`config.mk`:
```
export PLATFORM = sky130hd
export DESIGN_NAME = config_packet_loader
export DESIGN_NICKNAME = d
export VERILOG_FILES = /design/src/rtl/noc_cfg_pkg.sv /design/src/rtl/cfg_rsp_register.sv /design/src/rtl/config_packet_loader.sv
export SDC_FILE = /design/constraint.sdc
export NUM_CORES = 1
export LEC_CHECK = 0
export CELL_PAD_IN_SITES_DETAIL_PLACEMENT = 1
export CELL_PAD_IN_SITES_GLOBAL_PLACEMENT = 2
export CORE_AREA = 5 5 107 109
export CTS_CLUSTER_DIAMETER = 80
export DETAILED_ROUTE_END_ITERATION = 10
export DIE_AREA = 0 0 112 114
export GPL_ROUTABILITY_DRIVEN = 0
export MAX_ROUTING_LAYER = met4
export PLACE_DENSITY = 0.94
export SKIP_CTS_REPAIR_TIMING = 1
export SLEW_MARGIN = 0
export SYNTH_ARGS = -nofsm -noshare
export SYNTH_HDL_FRONTEND = slang
export SYNTH_SLANG_ARGS = --single-unit
```
`constraint.sdc`:
```
create_clock -name Clock________i -period 3.9 [get_ports Clock________i]
set_input_delay 0.78 -clock Clock________i [delete_from_list [all_inputs] [get_ports Clock________i]]
set_output_delay 0.78 -clock Clock________i [all_outputs]
set_load 0.02 [all_outputs]
```
`src/rtl/noc_cfg_pkg.sv`:
```
// Shared definitions for the NoC configuration packet loader:
// opcodes, flit field positions and the loader FSM state encoding.
package noc_cfg_pkg;

    localparam int unsigned FLIT_W   = 32;

    localparam logic [1:0]  OP_WRITE = 2'b01;
    localparam logic [1:0]  OP_READ  = 2'b10;
    localparam logic [1:0]  RSP_TAG  = 2'b10;

    // Header/response field positions; count and address widths follow ADDR_WIDTH.
    localparam int unsigned OP_MSB   = 31;
    localparam int unsigned OP_LSB   = 30;
    localparam int unsigned CNT_LSB  = 16;
    localparam int unsigned ADDR_LSB = 0;

    typedef enum logic [1:0] {
        ST_IDLE  = 2'd0,
        ST_WRITE = 2'd1,
        ST_READ  = 2'd2
    } state_t;

endpackage

```
`src/rtl/cfg_rsp_register.sv`:
```
// Single-entry output holding register with valid/ready handshake.
// Accepts a new word when empty or when the current word drains this cycle.
module cfg_rsp_register #(
    parameter int unsigned WIDTH = 32
) (
    input  logic             i_clk,
    input  logic             i_rst,
    input  logic             i_load,
    input  logic [WIDTH-1:0] i_data,
    input  logic             i_ready,
    output logic [WIDTH-1:0] o_data,
    output logic             o_valid,
    output logic             o_can_load
);

    logic             r_valid;
    logic [WIDTH-1:0] r_data;
    logic             w_can_load;

    assign w_can_load = ~r_valid | i_ready;

    always_ff @(posedge i_clk) begin
        if (i_rst) begin
            r_valid <= 1'b0;
            r_data  <= '0;
        end else if (i_load && w_can_load) begin
            r_valid <= 1'b1;
            r_data  <= i_data;
        end else if (i_ready) begin
            r_valid <= 1'b0;
        end
    end

    assign o_data     = r_data;
    assign o_valid    = r_valid;
    assign o_can_load = w_can_load;

endmodule

```
`src/rtl/config_packet_loader.sv`:
```
// Decodes WRITE/READ command packets from a flit stream into register-file
// write strobes and read-response flits.
module config_packet_loader
    import noc_cfg_pkg::*;
#(
    parameter int unsigned DATA_WIDTH = 12,
    parameter int unsigned ADDR_WIDTH = 6
) (
    input  logic                  Clock________i,
    input  logic                  Reset________i,
    input  logic [31:0]           Flit_data____i,
    input  logic                  Flit_valid___i,
    output logic                  Flit_ready___o,
    output logic                  Write_enable_o,
    output logic [ADDR_WIDTH-1:0] Write_addres_o,
    output logic [DATA_WIDTH-1:0] data_output__o,
    output logic [ADDR_WIDTH-1:0] Read_address_o,
    input  logic [DATA_WIDTH-1:0] Read_data____i,
    output logic [31:0]           Rsp_data_____o,
    output logic                  Rsp_valid____o,
    input  logic                  Rsp_ready____i,
    output logic                  Busy_________o,
    output logic                  Error_flag___o
);

    state_t                r_state;
    logic [ADDR_WIDTH-1:0] r_addr_cnt;
    logic [ADDR_WIDTH-1:0] r_remaining;
    logic                  r_we;
    logic [ADDR_WIDTH-1:0] r_waddr;
    logic [DATA_WIDTH-1:0] r_wdata;
    logic                  r_err;

    state_t                w_state_nxt;
    logic [ADDR_WIDTH-1:0] w_addr_nxt;
    logic [ADDR_WIDTH-1:0] w_rem_nxt;
    logic                  w_we_nxt;
    logic                  w_wr_capture;
    logic                  w_err_set;
    logic                  w_rsp_load;
    logic                  w_rsp_can_load;
    logic                  w_flit_ready;
    logic                  w_flit_fire;
    logic [1:0]            w_opcode;
    logic [ADDR_WIDTH-1:0] w_hdr_count;
    logic [ADDR_WIDTH-1:0] w_hdr_addr;
    logic [DATA_WIDTH-1:0] w_payload;
    logic [FLIT_W-1:0]     w_rsp_word;
    logic                  w_unused_flit;

    assign w_flit_ready = (r_state != ST_READ);
    assign w_flit_fire  = Flit_valid___i & w_flit_ready;

    assign w_opcode    = Flit_data____i[OP_MSB:OP_LSB];
    assign w_hdr_count = Flit_data____i[CNT_LSB +: ADDR_WIDTH];
    assign w_hdr_addr  = Flit_data____i[ADDR_LSB +: ADDR_WIDTH];
    assign w_payload   = Flit_data____i[DATA_WIDTH-1:0];
    // Header/payload bits outside the decoded fields are don't-care.
    assign w_unused_flit = ^Flit_data____i;

    always_comb begin
        w_rsp_word = '0;
        w_rsp_word[OP_MSB:OP_LSB]          = RSP_TAG;
        w_rsp_word[CNT_LSB +: ADDR_WIDTH]  = r_addr_cnt;
        w_rsp_word[DATA_WIDTH-1:0]         = Read_data____i;
    end

    always_comb begin
        w_state_nxt  = r_state;
        w_addr_nxt   = r_addr_cnt;
        w_rem_nxt    = r_remaining;
        w_we_nxt     = 1'b0;
        w_wr_capture = 1'b0;
        w_err_set    = 1'b0;
        w_rsp_load   = 1'b0;
        case (r_state)
            ST_IDLE: begin
                if (w_flit_fire) begin
                    case (w_opcode)
                        OP_WRITE: begin
                            w_addr_nxt  = w_hdr_addr;
                            w_rem_nxt   = w_hdr_count;
                            w_state_nxt = ST_WRITE;
                        end
                        OP_READ: begin
                            w_addr_nxt  = w_hdr_addr;
                            w_rem_nxt   = w_hdr_count;
                            w_state_nxt = ST_READ;
                        end
                        default: w_err_set = 1'b1;
                    endcase
                end
            end
            ST_WRITE: begin
                if (w_flit_fire) begin
                    w_we_nxt     = 1'b1;
                    w_wr_capture = 1'b1;
                    w_addr_nxt   = r_addr_cnt + ADDR_WIDTH'(1);
                    if (r_remaining == '0) begin
                        w_state_nxt = ST_IDLE;
                    end else begin
                        w_rem_nxt = r_remaining - ADDR_WIDTH'(1);
                    end
                end
            end
            ST_READ: begin
                // A word is issued whenever the response slot is free or draining.
                if (w_rsp_can_load) begin
                    w_rsp_load = 1'b1;
                    w_addr_nxt = r_addr_cnt + ADDR_WIDTH'(1);
                    if (r_remaining == '0) begin
                        w_state_nxt = ST_IDLE;
                    end else begin
                        w_rem_nxt = r_remaining - ADDR_WIDTH'(1);
                    end
                end
            end
            default: w_state_nxt = ST_IDLE;
        endcase
    end

    always_ff @(posedge Clock________i) begin
        if (Reset________i) begin
            r_state <= ST_IDLE;
        end else begin
            r_state <= w_state_nxt;
        end
    end

    always_ff @(posedge Clock________i) begin
        if (Reset________i) begin
            r_addr_cnt  <= '0;
            r_remaining <= '0;
            r_we        <= 1'b0;
            r_waddr     <= '0;
            r_wdata     <= '0;
            r_err       <= 1'b0;
        end else begin
            r_addr_cnt  <= w_addr_nxt;
            r_remaining <= w_rem_nxt;
            r_we        <= w_we_nxt;
            if (w_wr_capture) begin
                r_waddr <= r_addr_cnt;
                r_wdata <= w_payload;
            end
            if (w_err_set) begin
                r_err <= 1'b1;
            end
        end
    end

    cfg_rsp_register #(
        .WIDTH(FLIT_W)
    ) u_rsp (
        .i_clk      (Clock________i),
        .i_rst      (Reset________i),
        .i_load     (w_rsp_load),
        .i_data     (w_rsp_word),
        .i_ready    (Rsp_ready____i),
        .o_data     (Rsp_data_____o),
        .o_valid    (Rsp_valid____o),
        .o_can_load (w_rsp_can_load)
    );

    assign Flit_ready___o = w_flit_ready;
    assign Write_enable_o = r_we;
    assign Write_addres_o = r_waddr;
    assign data_output__o = r_wdata;
    assign Read_address_o = r_addr_cnt;
    assign Busy_________o = (r_state != ST_IDLE);
    assign Error_flag___o = r_err;

endmodule

```
Word level (Yosys, flattened, before mapping)
Index checks and enable logic that the tools add are counted.
{"block": "classes", "n_addsub": 2, "multipliers": 0, "div_mod_pow": 0, "order_cmp": 0, "n_eq_ne": 10, "shift": 0, "n_mux": 26, "bitwise": 3, "reduce_logical": 9}
{"cell": "6-bit two-way mux", "count": 9}
{"cell": "6-bit one-hot mux with 3 select lines", "count": 2}
{"cell": "1-bit two-way mux", "count": 9}
{"cell": "2-bit two-way mux", "count": 4}
{"cell": "2-bit != test, second input constant", "count": 4}
{"cell": "6-bit by 1-bit adder with 6-bit output, second input constant", "count": 1}
{"cell": "6-bit logical NOT", "count": 1}
{"cell": "2-bit one-hot mux with 3 select lines", "count": 1}
{"cell": "6-bit by 1-bit subtractor with 6-bit output, second input constant", "count": 1}
{"cell": "5-bit AND reduction", "count": 1}
{"cell": "2-bit by 1-bit equality test with 1-bit output, second input constant", "count": 2}
{"cell": "2-bit equality test, second input constant", "count": 2}
{"cell": "2-bit one-hot mux with 2 select lines", "count": 1}
{"cell": "4-bit AND reduction", "count": 1}
{"cell": "2-bit nonzero test", "count": 2}
{"cell": "3-bit by 1-bit != test with 1-bit output, second input constant", "count": 1}
{"cell": "3-bit nonzero test", "count": 1}
{"cell": "2-bit logical NOT", "count": 1}
{"cell": "2-bit by 1-bit != test with 1-bit output, second input constant", "count": 1}
{"cell": "2-bit OR reduction", "count": 1}
{"cell": "1-bit AND", "count": 1}
{"cell": "1-bit logical AND", "count": 1}
{"cell": "1-bit inverter", "count": 1}
{"cell": "1-bit OR", "count": 1}
{"block": "word_totals", "regBits": 54, "latchBits": 0, "ramBits": 0, "rom_bits": 0, "input_bits": 48, "out_inout_bits": 61, "word_cells": 59, "memories": 0}

Logic depth before layout (Yosys ltp)
Gate-level depths: netlist of run 1.
{"block": "logic_depth", "word_depth": 6, "mapped_depth": 8, "ltp_nobuf": 6}

By module
Synthesis of run 1 repeated with hierarchy kept, for this count alone.
{"block": "unflattened", "hier_cells": 366, "hier_area_um2": 3156.8}
{"module": "config_packet_loader", "n_inst": 1, "cells_per_inst": 216, "area_per_inst_um2": 1712.9, "seq_area_each_um2": 680.7}
{"module": "cfg_rsp_register", "n_inst": 1, "cells_per_inst": 150, "area_per_inst_um2": 1443.9, "seq_area_each_um2": 660.6}

Worst setup path after synthesis of run 1
No wires, ideal clock.
{"block": "synth_timing", "kind": "in2reg", "startpoint": "in Flit_data____i[30]", "endpoint": "reg r_remaining[4]", "setup_ps": 117, "t_arrival_ps": 1952, "t_required_ps": 3783, "setup_slack_ps": 1831, "cell_stages": 5, "path_buffers": 0, "cell_sequence": "inv_1 ha_1 o32a_1 a221o_1 a32o_1"}
{"block": "synth_between", "elab_chain_cells": 4, "word_cells_on_any_way": 5, "classes_between": "3 x eq/ne; 2 x reduce/logical"}
{"item": "start, declared", "line_no": "config_packet_loader.sv:11", "rtl": "input logic [31:0] Flit_data____i,"}
{"item": "2-bit equality test / 2-bit by 1-bit equality test with 1-bit output (equally long branches)", "line_no": "config_packet_loader.sv:79", "rtl": "case (w_opcode)"}
{"item": "2-bit OR reduction (no line) (*)"}
{"item": "2-bit != test (no line) (*)"}
{"item": "5-bit AND reduction (no line) (*)"}
{"item": "end signal, assigned", "line_no": "config_packet_loader.sv:140", "rtl": "r_remaining <= w_rem_nxt;"}
{"item": "end, declared", "line_no": "config_packet_loader.sv:28", "rtl": "logic [ADDR_WIDTH-1:0] r_remaining;"}
Mark *: on every way between the ends. The rest lies on a longest branch, timed or not.
A chain may end at the register's enable or synchronous reset.

Worst setup path in the final report of run 1
{"block": "layout_timing", "startpoint": "reg r_state[0]", "endpoint": "out Busy_________o"}
{"block": "layout_between", "elab_chain_cells": 1}
{"item": "start, declared", "line_no": "config_packet_loader.sv:26", "rtl": "state_t r_state;"}
{"item": "start signal, assigned", "line_no": "config_packet_loader.sv:126", "rtl": "r_state <= w_state_nxt;"}
{"item": "2-bit nonzero test", "line_no": "config_packet_loader.sv:170", "rtl": "assign Busy_________o = (r_state != ST_IDLE);"}
{"item": "end, declared", "line_no": "config_packet_loader.sv:22", "rtl": "output logic Busy_________o,"}
Every way passes these cells.

==> impl_results.md, run 1 <==
* Status: completed
* Post-route ant nets at 0
* Leakage at 1.23 nW
* Dpl cells at 521
* Syn Area/Cell at roughly 8.1 µm²
* Reg-to-Reg Start: r_state[0]
* Design Power at 2.30 mW
* Starting Density at 0.243
* Number of max-cap violations at 0
* Initial antenna violation count at 0
* Achievable Freq at between 0.3 and 0.4 GHz
* Post-synth EDFFs at 0
* Fin crit period at 2.64 ns
* # IOs at 109
* Reg2reg end: Read_address_o[5]
* CP max stage cell: clkdlybuf4s50_1
* Cell Count, Final, Fillers Out at 529
* Drc violations at 0
* TritonCTS clock tree: done
* Most frequent cell after synthesis: nand2_1
* Largest cells by area after synthesis: dfxtp_1 42%, nand2_1 13%, a21oi_1 7.7%
* Clk slew on worst S/H paths at 0.10 ns
* CP Max Fanout at 9
* Worst Hold Class: reg2reg
* Syn Inst Count at ~320
* Iter 0 DRT Violations at ~160
* Layout area overhead at 39.4%
* Synth Flop Type: dfxtp_1
* Slowest Stage Delay on Critical Path at 0.62 ns
* Cell mode on critical path: inv_1
* First-pass GRT wire length at 12800 µm
* Startpoint types: flip-flop
* Multi-input logic area at 0.00128 mm²
* Max Root-Sink Buffers at 2
* H-tree levels at 2
* Worst hold path depth at 2
* Final period util at 0.676
* Ant. Diodes at 0
* IO Port Bufs at 83
* Worst-path cell chain: inv_1, ha_1, inv_1, clkdlybuf4s50_1
* Required @ worst endpoint at between 3 and 4 ns
* Worst r2r path cells at 6
* Reg area at 0.00108 mm²
* Synth top area share at 0.424
* Die Width at approximately 110 µm
* Final hold violation count at 0
* RSZ-0062 raised after global routing: no
* R2R Setup Slk at 1.55 ns
* Overall routing resource usage at 0.125
* Slew HR at 0.520
* Worst setup path end: Busy_________o
* Worst setup path start: r_state[0]
* Die Area at between 0.01 and 0.015 mm²
* Post-synth top area cell: dfxtp_1
* Critical Setup Path Class: reg2out
* Worst slew pin tran at 0.718 ns
* Drt wl/cell at 14.7 µm
* Vias per std cell at 4.63
* Fillers at approximately 1200
* Total CTS buffers at 5
* Global route overflow at 0
* Vias in the first global route at about 2500
* Synthesized area at 0.00255 mm²
* Num Clock Sinks at 54
* FFs w/ async S/R, synth at 0
* Clk root buf: clkbuf_8
* Fin util at 0.338
* 1st-pass router iterations at 4
* Endpoints failing setup at 0
* Yosys Warn Count at 0
* Routed WL at about 8000 µm
* Crit path DAT at 1.86 ns
* Vias at ~2500
* Core footprint at about 0.011 mm²
* Setup tns final at 0 ns
* Clk_skew at 0.00538 ns
* Netlist cell types at 46
* Largest net degree at the start of global routing at 32
* Detail Placement HPWL at 5770 µm
* Fin. max-slew vios at 0
* Layout cells sized above 1 at 0.0488
* Commonest cells post-synth: 87 x nand2_1, 54 x dfxtp_1, 39 x a21oi_1
* DIE HEIGHT at 114 µm
* Seq/Total Area, Yosys at 0.424
* Num rows at 38
* Final nets at approximately 450
* Worst-skew pair later-pin latency at slightly above 0.3 ns
* Flops & latches, synth at 54
* Power per cell area at 649 mW/mm²
* CP Capture Type: primary output
* Peak VDD IR at about 0.23 mV
[metal layers]
| metal | GRT usage | wire length [µm] | share of wire |
|---|---|---|---|
| met5 | - | 0 | 0 |
| met4 | 0.0168 | 21 | 0.0027 |
| met3 | 0.0223 | 332 | 0.043 |
| met2 | 0.219 | 3860 | 0.49 |
| met1 | 0.154 | 3580 | 0.46 |
[stage by stage]
stage | worst slack, ns | hold WS [ns] | instance area, µm²
3_5_place_dp | 1.16 | 0.451 | 3430
5_1_grt | 1.17 | 0.487 | 3550
2_1_floorplan | 1.83 | 0.449 | 2590
3_3_place_gp | 1.20 | 0.441 | 3430
4_1_cts | 1.24 | 0.466 | 3550
6_report | 1.26 | 0.461 | 3550
[layout make-up]
type / instances / share of cell area
Inverter: 13 / 0.0137
Clock inverter: 2 / 0.0109
Tap cell: 140 / 0.0493
Clock buffer: 6 / 0.0232
Timing Repair Buffer: 85 / 0.237
Sequential cell: 54 / 0.304
Multi-Input combinational cell: 229 / 0.362
[cells by family (layout without fill, tap and decap cells)]
group,count (synthesis),count (layout),share of synthesized area
compound gates,85,85,0.234
fa+ha+maj,9,9,0.0442
buf+inv,45,106,0.0893
flops,54,54,0.424
mux,2,2,0.00835
other cells,1,13,0.00147
simple gates,120,120,0.199
[layout by cell type (no fill, tap or decap), types with 2 or more instances in the layout]
| master | instances |
|---|---|
| a211oi_1 | 2 |
| conb_1 | 13 |
| a32o_1 | 2 |
| nor3_1 | 4 |
| o21ai_2 | 2 |
| nor2b_1 | 6 |
| or3_1 | 2 |
| nor2_1 | 9 |
| a221oi_1 | 5 |
| dfxtp_1 | 54 |
| a21oi_1 | 39 |
| inv_1 | 12 |
| a2bb2oi_1 | 4 |
| o211ai_1 | 2 |
| clkbuf_8 | 6 |
| o32ai_1 | 6 |
| buf_4 | 2 |
| ha_1 | 9 |
| o31ai_1 | 3 |
| nand2_1 | 87 |
| nand2b_1 | 4 |
| a311o_1 | 2 |
| o21ai_0 | 6 |
| nand3_1 | 4 |
| clkdlybuf4s50_1 | 82 |
[where the power goes]
group	internal [mW]	switching, mW
Clock	0.212	0.196
Combinational	0.488	0.647
Sequential	0.657	0.107
Total	1.36	0.949
[registers in the layout, summed over array words and instances, names as in the netlist]
name,cells
u_rsp.o_data,19
data_output__o,12
Read_address_o,6
Write_addres_o,6
r_remaining,6
r_state,2
Error_flag___o,1
Write_enable_o,1
u_rsp.o_valid,1
[worst min path at each step]
stage / to / slack, ns / start
6_report: data_output__o[11] / 0.46 / data_output__o[11]
3_5_place_dp: u_rsp.o_data[2] / 0.45 / u_rsp.o_data[2]
3_3_place_gp: data_output__o[1] / 0.44 / data_output__o[1]
5_1_grt: u_rsp.o_data[6] / 0.49 / u_rsp.o_data[6]
4_1_cts: u_rsp.o_data[9] / 0.47 / u_rsp.o_data[9]
2_1_floorplan: r_remaining[3] / 0.45 / r_remaining[3]
[worst max-delay path: cells and delay by family, from the launching register on]
kind / cells / cell delay, ns
buffers and inverters: 3 / 0.85
adders and majority gates: 1 / 0.32
DFF: 1 / 0.39
No activity file was read; power rests on OpenSTA's default activity.
==> run 2: changes to the inputs <==
CORE_AREA = 5 5 112 114   (was 5 5 107 109)
DIE_AREA = 0 0 117 119   (was 0 0 112 114)
PLACE_DENSITY = 0.87   (was 0.94)
clock period = 2.6 ns   (was 3.9 ns; I/O delays follow)
==> impl_results.md, run 2 (synthesis gave the netlist of run 1 again) <==
* Slowest Stage Delay on Critical Path at 0.61 ns (about the same)
* Overall routing resource usage at 0.119 (-0.00540)
* Leakage at 1.26 nW (+2.7%)
* Largest net degree at the start of global routing at 45 (+41%)
* Final nets at 448 (+0.67%)
* TritonCTS clock tree: done
* RSZ-0062 raised after global routing: no
* # IOs at 109 (unchanged)
* IO Port Bufs at 83 (unchanged)
* Commonest cells after routing, fill and taps aside: 87 x nand2_1, 82 x clkdlybuf4s50_1, 54 x dfxtp_1, 39 x a21oi_1, 13 x conb_1
* CP Max Fanout at 9 (unchanged)
* H-tree levels at 2 (unchanged)
* Vias at 2498 (+1.9%)
* Die Width at 117 µm (+4.5%)
* Global route overflow at 0 (unchanged)
* First-pass GRT wire length at 13100 µm (+2.3%)
* Slew HR at 0.553 (+0.0327)
* Setup tns final at 0 ns (unchanged)
* Core footprint at 0.0113 mm² (+7.7%)
* Clock network fraction of design power at 0.199 (+0.022)
* CP Capture Type: primary output
* Vias in the first global route at 2627 (+3.3%)
* Post-route ant nets at 0 (unchanged)
* Max reg flops at 19 (unchanged)
* Fin util at 0.320 (-0.0184)
* Clk_skew at 0.00481 ns (-0.000565 ns)
* Fin. max-slew vios at 0 (unchanged)
* Sequential Power Share at 0.320 (-0.011)
* Max Root-Sink Buffers at 2 (unchanged)
* Die Area at 0.0139 mm² (+9.0%)
* Fin crit period at 2.29 ns
* Worst slew pin tran at 0.666 ns (-0.0525 ns)
* Iter 0 DRT Violations at 131 (-16%)
* Final period util at 0.882
* Most common cell after layout, fill and taps aside: nand2_1
* Drt wl/cell at 15.4 µm (+4.5%)
* Power Internal at 2.15 mW (+58%)
* Starting Density at 0.225 (-0.0174)
* Initial antenna violation count at 0 (unchanged)
* Total CTS buffers at 5 (unchanged)
* 1st-pass router iterations at 4 (unchanged)
* Required @ worst endpoint at 2.08 ns (-1.04 ns)
* Design Power at 3.61 mW (+56%)
* Ant. Diodes at 0 (unchanged)
* Worst-path cell chain: inv_1, ha_1, inv_1, clkdlybuf4s50_1
* Detail Placement HPWL at 6140 µm (+6.5%)
* Switching Power at 1.46 mW (+54%)
* DIE HEIGHT at 119 µm (+4.4%)
* Num Clock Sinks at 54 (unchanged)
* Num rows at 39 (+2.6%)
* CP max stage cell: clkdlybuf4s50_1
* Crit path DAT at 1.77 ns (-0.09 ns)
* Peak VDD IR at 0.317 mV (+39%)
* Worst-skew pair later-pin latency at 0.29 ns (-0.02 ns)
* Clk slew on worst S/H paths at 0.07 ns (-0.03 ns)
* Endpoints failing setup at 0 (unchanged)
* Clk root buf: clkbuf_16
* Status: completed
* Routed WL at 8240 µm (+5.7%)
* Drc violations at 0 (unchanged)
* Sw frac at 0.405 (-0.00693)
* Final hold violation count at 0 (unchanged)
* Cell mode on critical path: inv_1
* Power share of the combinational group at 0.481 (-0.011)
* Power per cell area at 996 mW/mm² (+54%)
* Achievable Freq at about 0.44 GHz
* Number of max-cap violations at 0 (unchanged)
* Vias per std cell at 4.67 (+0.77%)
* Worst Hold Class: reg2reg
* Layout area overhead at 42.0%
* Startpoint types: flip-flop
* Layout cells sized above 1 at 0.0561 (+0.00728)
* Critical Setup Path Class: reg2out
* Cell Count, Final, Fillers Out at 535 (+1.1%)
* Dpl cells at 527 (+1.2%)
==> run 2: cell count changes in the layout (fill, tap and decap cells not counted) <==
cell and delta:
buf_4 +3, bufinv_16 -1, clkbuf_16 +5, clkbuf_8 -4, clkinv_4 +1, inv_6 -1
==> run 2: final cells by class <==
cell class              count  area, µm²
fillers                  1364       7700
multi-input cells         229       1280
flip-flops and latches     54       1080
repair buffers             88        863
well taps                 143        179
clock buffers               7        153
inverters                  13       48.8
clock inverters             1       8.76
==> run 2: per-layer routing <==
layer	track usage	routed length (µm)
met1	0.143	3560
met2	0.208	4150
met3	0.0218	481
met4	0.0229	46
met5	-	0
==> run 2: power by group through the flow <==
stage          combinational [mW]  clock, mW  sequential, mW
2_1_floorplan                1.08          0            1.25
3_3_place_gp                 1.70          0            1.16
3_5_place_dp                 1.73          0            1.17
4_1_cts                      1.74      0.742            1.16
5_1_grt                      1.90      0.766            1.18
6_report                     1.73      0.717            1.16
==> run 2: per-stage QoR <==
stage | setup WS [ns] | hold WS (ns) | instance area (µm²)
after floorplan | 0.675 | 0.449 | 2590
after global placement | 0.158 | 0.443 | 3460
after detailed placement | 0.136 | 0.451 | 3460
after CTS | 0.264 | 0.461 | 3620
after global routing | 0.183 | 0.481 | 3620
final | 0.307 | 0.457 | 3620
==> run 2: critical path, delay by kind of cell, from the launching register on <==
family	cells	cell delay [ns]
fa+ha+maj	1	0.31
buf+inv	3	0.80
flops	1	0.38
==> run 2: worst paths after layout <==
check | start | endpoint | slack [ns] | depth (start not counted)
worst max register to register | r_state[0] | r_remaining[5] | 0.47 | 5
worst min-delay path | u_rsp.o_data[1] | u_rsp.o_data[1] | 0.46 | 2
worst min register to register | u_rsp.o_data[1] | u_rsp.o_data[1] | 0.46 | 2
worst max-delay path | r_state[0] | Busy_________o | 0.31 | 4
==> run 3: changes to the inputs <==
CAP_MARGIN = 20   (was default)
==> results of run 3 <==
No change in the layout: final DEF, timing and power equal those of run 2.
